<file path="src/rtl/adc_iq_frame_packer_if.sv">
// ----------------------------------------------------------------------------
// adc_iq_frame_packer_if
// Output word stream of the I/Q frame packer.
//   m_valid : word available (producer -> consumer)
//   m_ready : consumer accepts word (consumer -> producer)
//   m_data  : {Q, I} sample pair
//   m_chan  : channel index of the word
//   m_last  : word is the last of its frame
// ----------------------------------------------------------------------------
interface adc_iq_frame_packer_if #(
    parameter int DATA_WIDTH = 16
);
    logic                    m_valid;
    logic                    m_ready;
    logic [2*DATA_WIDTH-1:0] m_data;
    logic [1:0]              m_chan;
    logic                    m_last;

    modport master (output m_valid, m_data, m_chan, m_last, input m_ready);
    modport slave  (input  m_valid, m_data, m_chan, m_last, output m_ready);
endinterface

</file>
<file path="src/rtl/adc_iq_frame_packer.sv">
// ----------------------------------------------------------------------------
// adc_iq_frame_packer
// Pairs per-channel I and Q ADC samples, assembles one frame across all
// enabled channels and queues the frame words in a first-word-fall-through
// FIFO that drains over a valid/ready stream.
//   l_clk, l_aresetn          : clock, asynchronous active-low reset
//   adc_enable_i/q            : per-channel enables (channel on = both set)
//   adc_valid_i/q, adc_data_i/q : per-channel sample strobes and data
//   m (master)                : output word stream {Q,I}, chan, last
//   fifo_level                : words held in the FIFO
//   frame_cnt                 : frames accepted into the FIFO (wraps)
//   ovf                       : sticky, a frame was dropped for lack of space
//   align_err                 : sticky, I or Q overwritten before pairing
//   flag_clr                  : clears ovf and align_err
// ----------------------------------------------------------------------------
module adc_iq_frame_packer #(
    parameter int NUM_CH     = 2,
    parameter int DATA_WIDTH = 16,
    parameter int FIFO_DEPTH = 16
) (
    input  logic                         l_clk,
    input  logic                         l_aresetn,
    input  logic [NUM_CH-1:0]            adc_enable_i,
    input  logic [NUM_CH-1:0]            adc_valid_i,
    input  logic [NUM_CH*DATA_WIDTH-1:0] adc_data_i,
    input  logic [NUM_CH-1:0]            adc_enable_q,
    input  logic [NUM_CH-1:0]            adc_valid_q,
    input  logic [NUM_CH*DATA_WIDTH-1:0] adc_data_q,
    adc_iq_frame_packer_if.master        m,
    output logic [$clog2(FIFO_DEPTH):0]  fifo_level,
    output logic [31:0]                  frame_cnt,
    output logic                         ovf,
    output logic                         align_err,
    input  logic                         flag_clr
);

    localparam int AW = $clog2(FIFO_DEPTH);
    localparam int LW = AW + 1;
    localparam int SW = 2 * DATA_WIDTH;   // {Q, I}
    localparam int WW = SW + 3;           // {chan[1:0], last, {Q, I}}

    typedef enum logic {S_IDLE, S_WRITE} state_t;

    state_t                r_state, w_state_nxt;

    // pair slots
    logic [DATA_WIDTH-1:0] r_slot_i [NUM_CH];
    logic [DATA_WIDTH-1:0] r_slot_q [NUM_CH];
    logic [NUM_CH-1:0]     r_i_have, r_q_have;
    logic [NUM_CH-1:0]     w_i_have_nxt, w_q_have_nxt;
    logic [NUM_CH-1:0]     w_base_i, w_base_q;
    logic [NUM_CH-1:0]     w_ld_i, w_ld_q;
    logic                  w_align_hit;

    // frame snapshot and channels still to be written
    logic [SW-1:0]         r_buf [NUM_CH];
    logic [NUM_CH-1:0]     r_rem, w_rem_nxt;
    logic                  w_found;

    // FIFO
    logic [WW-1:0]         r_mem [FIFO_DEPTH];
    logic [AW-1:0]         r_wr_ptr, r_rd_ptr;
    logic [LW-1:0]         r_level;
    logic [WW-1:0]         w_head, w_push_word;
    logic                  w_push, w_pop, w_valid;

    logic [31:0]           r_frame_cnt;
    logic                  r_ovf, r_align;

    logic [NUM_CH-1:0]     w_en;
    logic [LW-1:0]         w_k, w_free;
    logic                  w_all_done, w_frame_ready, w_launch, w_drop;

    assign w_en = adc_enable_i & adc_enable_q;

    // K and "every enabled slot complete"
    always_comb begin
        w_k        = '0;
        w_all_done = 1'b1;
        for (int unsigned c = 0; c < NUM_CH; c++) begin
            if (w_en[c]) begin
                w_k = w_k + LW'(1);
                if (!(r_i_have[c] && r_q_have[c])) w_all_done = 1'b0;
            end
        end
    end

    assign w_free        = LW'(FIFO_DEPTH) - r_level;
    assign w_frame_ready = (r_state == S_IDLE) && (w_k != '0) && w_all_done;
    assign w_launch      = w_frame_ready && (w_free >= w_k);
    assign w_drop        = w_frame_ready && (w_free < w_k);

    // Slot update. On launch/drop the enabled slots are cleared first, so a
    // sample strobed on that same edge starts the next frame. A complete slot
    // waiting for IDLE holds its pair and ignores further samples.
    always_comb begin
        w_i_have_nxt = '0;
        w_q_have_nxt = '0;
        w_base_i     = '0;
        w_base_q     = '0;
        w_ld_i       = '0;
        w_ld_q       = '0;
        w_align_hit  = 1'b0;
        for (int unsigned c = 0; c < NUM_CH; c++) begin
            if (w_en[c]) begin
                w_base_i[c]     = r_i_have[c] & ~w_frame_ready;
                w_base_q[c]     = r_q_have[c] & ~w_frame_ready;
                w_i_have_nxt[c] = w_base_i[c];
                w_q_have_nxt[c] = w_base_q[c];
                if (!(w_base_i[c] && w_base_q[c])) begin
                    if (adc_valid_i[c]) begin
                        w_ld_i[c]       = 1'b1;
                        w_i_have_nxt[c] = 1'b1;
                        if (w_base_i[c]) w_align_hit = 1'b1;
                    end
                    if (adc_valid_q[c]) begin
                        w_ld_q[c]       = 1'b1;
                        w_q_have_nxt[c] = 1'b1;
                        if (w_base_q[c]) w_align_hit = 1'b1;
                    end
                end
            end
        end
    end

    always_ff @(posedge l_clk or negedge l_aresetn) begin
        if (!l_aresetn) begin
            r_i_have <= '0;
            r_q_have <= '0;
            for (int unsigned c = 0; c < NUM_CH; c++) begin
                r_slot_i[c] <= '0;
                r_slot_q[c] <= '0;
            end
        end else begin
            r_i_have <= w_i_have_nxt;
            r_q_have <= w_q_have_nxt;
            for (int unsigned c = 0; c < NUM_CH; c++) begin
                if (w_ld_i[c]) r_slot_i[c] <= adc_data_i[c*DATA_WIDTH +: DATA_WIDTH];
                if (w_ld_q[c]) r_slot_q[c] <= adc_data_q[c*DATA_WIDTH +: DATA_WIDTH];
            end
        end
    end

    // FSM next state: WRITE emits the lowest remaining channel each cycle
    always_comb begin
        w_state_nxt = r_state;
        w_push      = 1'b0;
        w_rem_nxt   = r_rem;
        w_push_word = '0;
        w_found     = 1'b0;
        case (r_state)
            S_IDLE: begin
                if (w_launch) w_state_nxt = S_WRITE;
            end
            S_WRITE: begin
                w_push = 1'b1;
                for (int unsigned c = 0; c < NUM_CH; c++) begin
                    if (r_rem[c] && !w_found) begin
                        w_found                 = 1'b1;
                        w_rem_nxt[c]            = 1'b0;
                        w_push_word[SW-1:0]     = r_buf[c];
                        w_push_word[WW-1 -: 2]  = 2'(c);
                    end
                end
                w_push_word[SW] = (w_rem_nxt == '0);
                if (w_rem_nxt == '0) w_state_nxt = S_IDLE;
            end
            default: w_state_nxt = S_IDLE;
        endcase
    end

    always_ff @(posedge l_clk or negedge l_aresetn) begin
        if (!l_aresetn) begin
            r_state     <= S_IDLE;
            r_rem       <= '0;
            r_frame_cnt <= '0;
            r_ovf       <= 1'b0;
            r_align     <= 1'b0;
            for (int unsigned c = 0; c < NUM_CH; c++) r_buf[c] <= '0;
        end else begin
            r_state <= w_state_nxt;
            if (w_launch) begin
                r_rem       <= w_en;
                r_frame_cnt <= r_frame_cnt + 32'd1;
                for (int unsigned c = 0; c < NUM_CH; c++) r_buf[c] <= {r_slot_q[c], r_slot_i[c]};
            end else if (r_state == S_WRITE) begin
                r_rem <= w_rem_nxt;
            end
            // a set event in the same cycle as flag_clr wins
            r_ovf   <= w_drop      | (r_ovf   & ~flag_clr);
            r_align <= w_align_hit | (r_align & ~flag_clr);
        end
    end

    // FIFO storage (not reset; outputs are gated by m_valid)
    always_ff @(posedge l_clk) begin
        if (w_push) r_mem[r_wr_ptr] <= w_push_word;
    end

    assign w_valid = (r_level != '0);
    assign w_pop   = w_valid & m.m_ready;

    always_ff @(posedge l_clk or negedge l_aresetn) begin
        if (!l_aresetn) begin
            r_wr_ptr <= '0;
            r_rd_ptr <= '0;
            r_level  <= '0;
        end else begin
            if (w_push) r_wr_ptr <= r_wr_ptr + AW'(1);
            if (w_pop)  r_rd_ptr <= r_rd_ptr + AW'(1);
            case ({w_push, w_pop})
                2'b10:   r_level <= r_level + LW'(1);
                2'b01:   r_level <= r_level - LW'(1);
                default: r_level <= r_level;
            endcase
        end
    end

    assign w_head    = r_mem[r_rd_ptr];
    assign m.m_valid = w_valid;
    assign m.m_data  = w_valid ? w_head[SW-1:0]  : '0;
    assign m.m_last  = w_valid ? w_head[SW]      : 1'b0;
    assign m.m_chan  = w_valid ? w_head[WW-1 -: 2] : 2'b00;

    assign fifo_level = r_level;
    assign frame_cnt  = r_frame_cnt;
    assign ovf        = r_ovf;
    assign align_err  = r_align;

endmodule

</file>
<file path="src/flat_wrapper.sv">
// flat-port wrapper written by rule: the top's interface ports become plain ports
module adc_iq_frame_packer_flat 
#(
    parameter int NUM_CH     = 2,
    parameter int DATA_WIDTH = 16,
    parameter int FIFO_DEPTH = 16
)
  (l_clk, l_aresetn, adc_enable_i, adc_valid_i, adc_data_i, adc_enable_q, adc_valid_q, adc_data_q, fifo_level, frame_cnt, ovf, align_err, flag_clr, m_m_valid, m_m_data, m_m_chan, m_m_last, m_m_ready);
  adc_iq_frame_packer_if #(.DATA_WIDTH(DATA_WIDTH)) m_i ();
  input  logic l_clk;
  input  logic l_aresetn;
  input  logic [NUM_CH-1:0] adc_enable_i;
  input  logic [NUM_CH-1:0] adc_valid_i;
  input  logic [NUM_CH*DATA_WIDTH-1:0] adc_data_i;
  input  logic [NUM_CH-1:0] adc_enable_q;
  input  logic [NUM_CH-1:0] adc_valid_q;
  input  logic [NUM_CH*DATA_WIDTH-1:0] adc_data_q;
  output logic [$clog2(FIFO_DEPTH):0] fifo_level;
  output logic [31:0] frame_cnt;
  output logic ovf;
  output logic align_err;
  input  logic flag_clr;
  output wire logic [$bits(m_i.m_valid)-1:0] m_m_valid;
  output wire logic [$bits(m_i.m_data)-1:0] m_m_data;
  output wire logic [$bits(m_i.m_chan)-1:0] m_m_chan;
  output wire logic [$bits(m_i.m_last)-1:0] m_m_last;
  input wire logic [$bits(m_i.m_ready)-1:0] m_m_ready;
  assign m_m_valid = m_i.m_valid;
  assign m_m_data = m_i.m_data;
  assign m_m_chan = m_i.m_chan;
  assign m_m_last = m_i.m_last;
  assign m_i.m_ready = m_m_ready;
  adc_iq_frame_packer #(.NUM_CH(NUM_CH), .DATA_WIDTH(DATA_WIDTH), .FIFO_DEPTH(FIFO_DEPTH)) u_core (.l_clk(l_clk), .l_aresetn(l_aresetn), .adc_enable_i(adc_enable_i), .adc_valid_i(adc_valid_i), .adc_data_i(adc_data_i), .adc_enable_q(adc_enable_q), .adc_valid_q(adc_valid_q), .adc_data_q(adc_data_q), .m(m_i), .fifo_level(fifo_level), .frame_cnt(frame_cnt), .ovf(ovf), .align_err(align_err), .flag_clr(flag_clr));
endmodule
</file>
<file path="config.mk">
export PLATFORM = sky130hd
export DESIGN_NAME = adc_iq_frame_packer_flat
export DESIGN_NICKNAME = d
export VERILOG_FILES = /design/src/rtl/adc_iq_frame_packer_if.sv /design/src/rtl/adc_iq_frame_packer.sv /design/src/flat_wrapper.sv
export SDC_FILE = /design/constraint.sdc
export NUM_CORES = 1
export LEC_CHECK = 0
export ABC_AREA = 1
export BUFFER_PORTS_ARGS = -buffer_cell sky130_fd_sc_hd__buf_2
export CAP_MARGIN = 10
export CORE_MARGIN = 1.5
export CORE_UTILIZATION = 55
export DETAILED_ROUTE_END_ITERATION = 7
export GPL_ROUTABILITY_DRIVEN = 0
export PLACE_DENSITY = 0.75
export SLEW_MARGIN = 20
export SYNTH_ARGS = -nofsm -noshare
export SYNTH_HDL_FRONTEND = slang
export SYNTH_SLANG_ARGS = --single-unit
</file>
<file path="constraint.sdc">
create_clock -name l_clk -period 3.6 [get_ports l_clk]
set_input_delay 0.36 -clock l_clk [delete_from_list [all_inputs] [get_ports l_clk]]
set_output_delay 0.36 -clock l_clk [all_outputs]
set_load 0.005 [all_outputs]
</file>
==> impl_metrics.csv <==
group,metric,value,unit
die,io_pins,151,
synthesis,syn_area,0.0302,mm²
power,power.leakage,13.3,nW
final_layout,nNetsFinal,2938,
power,p_sw,8.94,mW
synthesis,yosysSeqAreaShare,69.2,%
die,die_h,237,µm
clocking,cts.hold.buffers_added,49,
placed_design,io_buffers,149,
final_layout,nFillCells,4050,
route,first_pass_iters,6,
power,p_int,16.7,mW
clocking,clockBufferDepth,3,
clocking,clk-insertion-delay-late,620,ps
clocking,clkTransAtPathRegs,70,ps
synthesis,synth-seq-cells,726,
global_routing,grt_pass1_wl,115,mm
sta,relSlewSlack,34.1,%
route,drtAntennaViolNets,0,
setup_path,crit_type,"reg2out",
setup_path,cpPeakStageDelay,720,ps
worst_hold_path,min_from,"adc_data_q[19]",
final_layout,postLayoutCoreUtil,63.6,%
route,routed_wl,73.9,mm
final_layout,area_growth,14.0,%
route,drc,0,
synthesis,syn_nets,2782,
synthesis,syn_inst,2690,
clocking,h-tree-depth,3,
sta,period_share,93.5,%
setup_path,cp-end-kind,"primary output",
sta,drv_slew,0,
clocking,cts_tree,"done",
power,seqPwrFrac,41.6,%
synthesis,syn_area_per_cell,11.2,µm²
route,via_per_inst,5.85,
global_routing,track_usage,26.5,%
setup_path,crit_arrival,3000,ps
sta,rsz0062_at_grt,"false",
sta,tightest_slew,987,ps
setup_path,slowest_stage,"dfrtp_4",
sta,finalClockSkew,23.2,ps
setup_path,critPathRequiredTime,3240,ps
die,die_area,0.0563,mm²
setup_path,crit_family,"buffers and inverters",
route,vias,21100,
global_routing,grt-ovfl-total,0,
synthesis,yosys_warnings,0,
final_layout,drive_gt1_share,11.6,%
setup_path,path_cells,"inv_2 > buf_4 > o21ai_0 > o211ai_1 > nand3_1 > a21oi_1 > buf_2",
sta,finalSetupViolations,0,
global_routing,antenna_found_initial,2,
die,start_util,55.8,%
clocking,numClockSinks,726,
route,post_drt_wl_per_cell,20.5,µm
setup_path,critPathLaunchType,"flip-flop",
setup_path,critPathBufInv,3,
final_layout,antenna_cells,0,
sta,finalSetupTns,0,ps
power,max-vdd-ir-drop,706,µV
die,die_w,237,µm
clocking,cts_setup_buffers,0,
setup_path,reg2reg_depth,15,
clocking,ctsResizeCount,0,
power,swShare,34.8,%
die,rows,85,
worst_hold_path,holdPathEnd,"u_core.r_slot_q[3]",
placed_design,hpwl,41.9,mm
setup_path,critical_path.max_fanout,46,
clocking,cts_buffers,72,
route,drt_iter0_drc,2371,
clocking,cts-root-buf,"clkbuf_16",
sta,min_period,3360,ps
outcome,status,"completed",
setup_path,r2r_slack,640,ps
flow_run,cap_violations,0,
power,clkPwrFrac,28.4,%
global_routing,grt_pass1_vias,20600,
sta,hold_viol,0,
worst_hold_path,hp-class,"in2reg",
setup_path,r2r-end,"u_core.r_buf[16]",
global_routing,grt_max_degree,109,
power,p_comb_share,30.1,%
sta,max_freq,297,MHz
die,core-area,0.0540,mm²
synthesis,synth_cell_type_count,33,
worst_hold_path,whs_path_depth,3,
power,cellPowerDensity,747,mW/mm²
setup_path,worstReg2RegStart,"u_core.fifo_level[0]",
[power by group through the flow]
stage	clock [mW]	combinational, mW	sequential, mW
after global routing	7.69	8.58	10.7
after global placement	0	7.36	10.8
after floorplan	0	5.34	10.5
after detailed placement	0	7.61	10.8
after CTS	7.34	7.72	10.6
final	7.29	7.71	10.7
[final cells by class]
class	instances	area, µm²	area share (%)
multi-input cells	1754	8370	24.3
repair buffers	250	1820	5.30
clock inverters	31	280	0.815
flip-flops and latches	726	20900	60.8
clock buffers	101	1970	5.74
inverters	42	163	0.473
well taps	696	871	2.53
[cells by family after synthesis]
group / Yosys count / share of synthesized area [%]
flops: 726 / 69.2
compound gates: 462 / 9.14
other cells: 1 / 0.0124
xor+xnor: 36 / 1.05
simple gates: 1239 / 16.4
fa+ha+maj: 16 / 0.688
buf+inv: 210 / 3.45
[sequential cells by signal, indices dropped and copies added, names as in the netlist]
name	count
u_core.align_err	1
u_core.fifo_level	5
u_core.frame_cnt	32
u_core.ovf	1
u_core.r_buf	64
u_core.r_i_have	2
u_core.r_mem	544
u_core.r_q_have	2
u_core.r_rd_ptr	4
u_core.r_rem	2
u_core.r_slot_i	32
u_core.r_slot_q	32
u_core.r_state	1
u_core.r_wr_ptr	4
[cell usage in the layout (no fill, tap or decap), types with 26 or more instances in the layout]
master	Yosys	routed
nand3_1	184	184
edfxtp_1	544	544
nand2_1	520	520
o21ai_0	275	275
dlygate4sd3_1	0	49
dfrtp_1	182	179
buf_4	20	37
nor2_1	518	502
a21oi_1	42	41
clkbuf_16	0	75
buf_2	35	148
o211ai_1	102	102
inv_1	33	33
a32o_1	32	32
clkbuf_1	75	26
[per-layer routing]
| metal | GRT usage, % | share of wire, % |
|---|---|---|
| met1 | 35.8 | 40 |
| met2 | 43.7 | 48 |
| met3 | 4.78 | 9.5 |
| met4 | 8.96 | 2.3 |
| met5 | 0 | 0.0095 |
[synth_stat cells (all sizes together)]
master / n / share of area, %
o211ai: 102 / 2.5
fa: 1 / 0.066
xor2: 20 / 0.58
clkinv: 2 / 0.025
o22ai: 1 / 0.021
a21oi: 42 / 0.70
nand4: 3 / 0.11
nand2: 528 / 6.7
buf: 93 / 2.0
nor2: 518 / 6.4
ha: 15 / 0.62
o21ai: 284 / 4.7
nor3: 2 / 0.033
nand3: 184 / 3.1
edfxtp: 544 / 54
dfrtp: 182 / 15
a32o: 32 / 1.1
conb: 1 / 0.012
inv: 40 / 0.50
a31oi: 1 / 0.071
xnor2: 16 / 0.46
or2: 1 / 0.021
nand3b: 3 / 0.075
clkbuf: 75 / 0.93
[tightest hold or removal path: cells and delay by family]
kind / cells / cell delay (ps)
buffers and inverters: 1 / 90
AND/OR/NAND/NOR: 2 / 130
[stage by stage]
stage | power [mW] | area (µm²) | setup slack, ps | std cells | hold slack (ps)
after global routing | 27.0 | 34400 | 144 | 3600 | 27.2
after global placement | 18.1 | 31600 | 786 | 3419 | 415
after floorplan | 15.8 | 30200 | 820 | 2690 | 64.4
final | 25.7 | 34400 | 236 | 3600 | 22.3
after CTS | 25.7 | 34400 | 196 | 3600 | 0.539
after detailed placement | 18.4 | 31600 | 672 | 3419 | 413
[worst max path at each step]
stage / from / to / slack [ps] / cells past startpoint
6_report: u_core.r_rd_ptr[1] / m_m_data[29] / 240 / 7
5_1_grt: u_core.r_rd_ptr[1] / m_m_data[31] / 140 / 6
4_1_cts: u_core.r_rd_ptr[1] / m_m_data[31] / 200 / 6
3_5_place_dp: u_core.fifo_level[0] / u_core.r_buf[29] / 670 / 15
3_3_place_gp: u_core.fifo_level[0] / u_core.r_rem[0] / 790 / 15
2_1_floorplan: u_core.r_state / u_core.r_mem[0][0] / 820 / 4
Note: power is estimated with default switching activity, not from simulation.
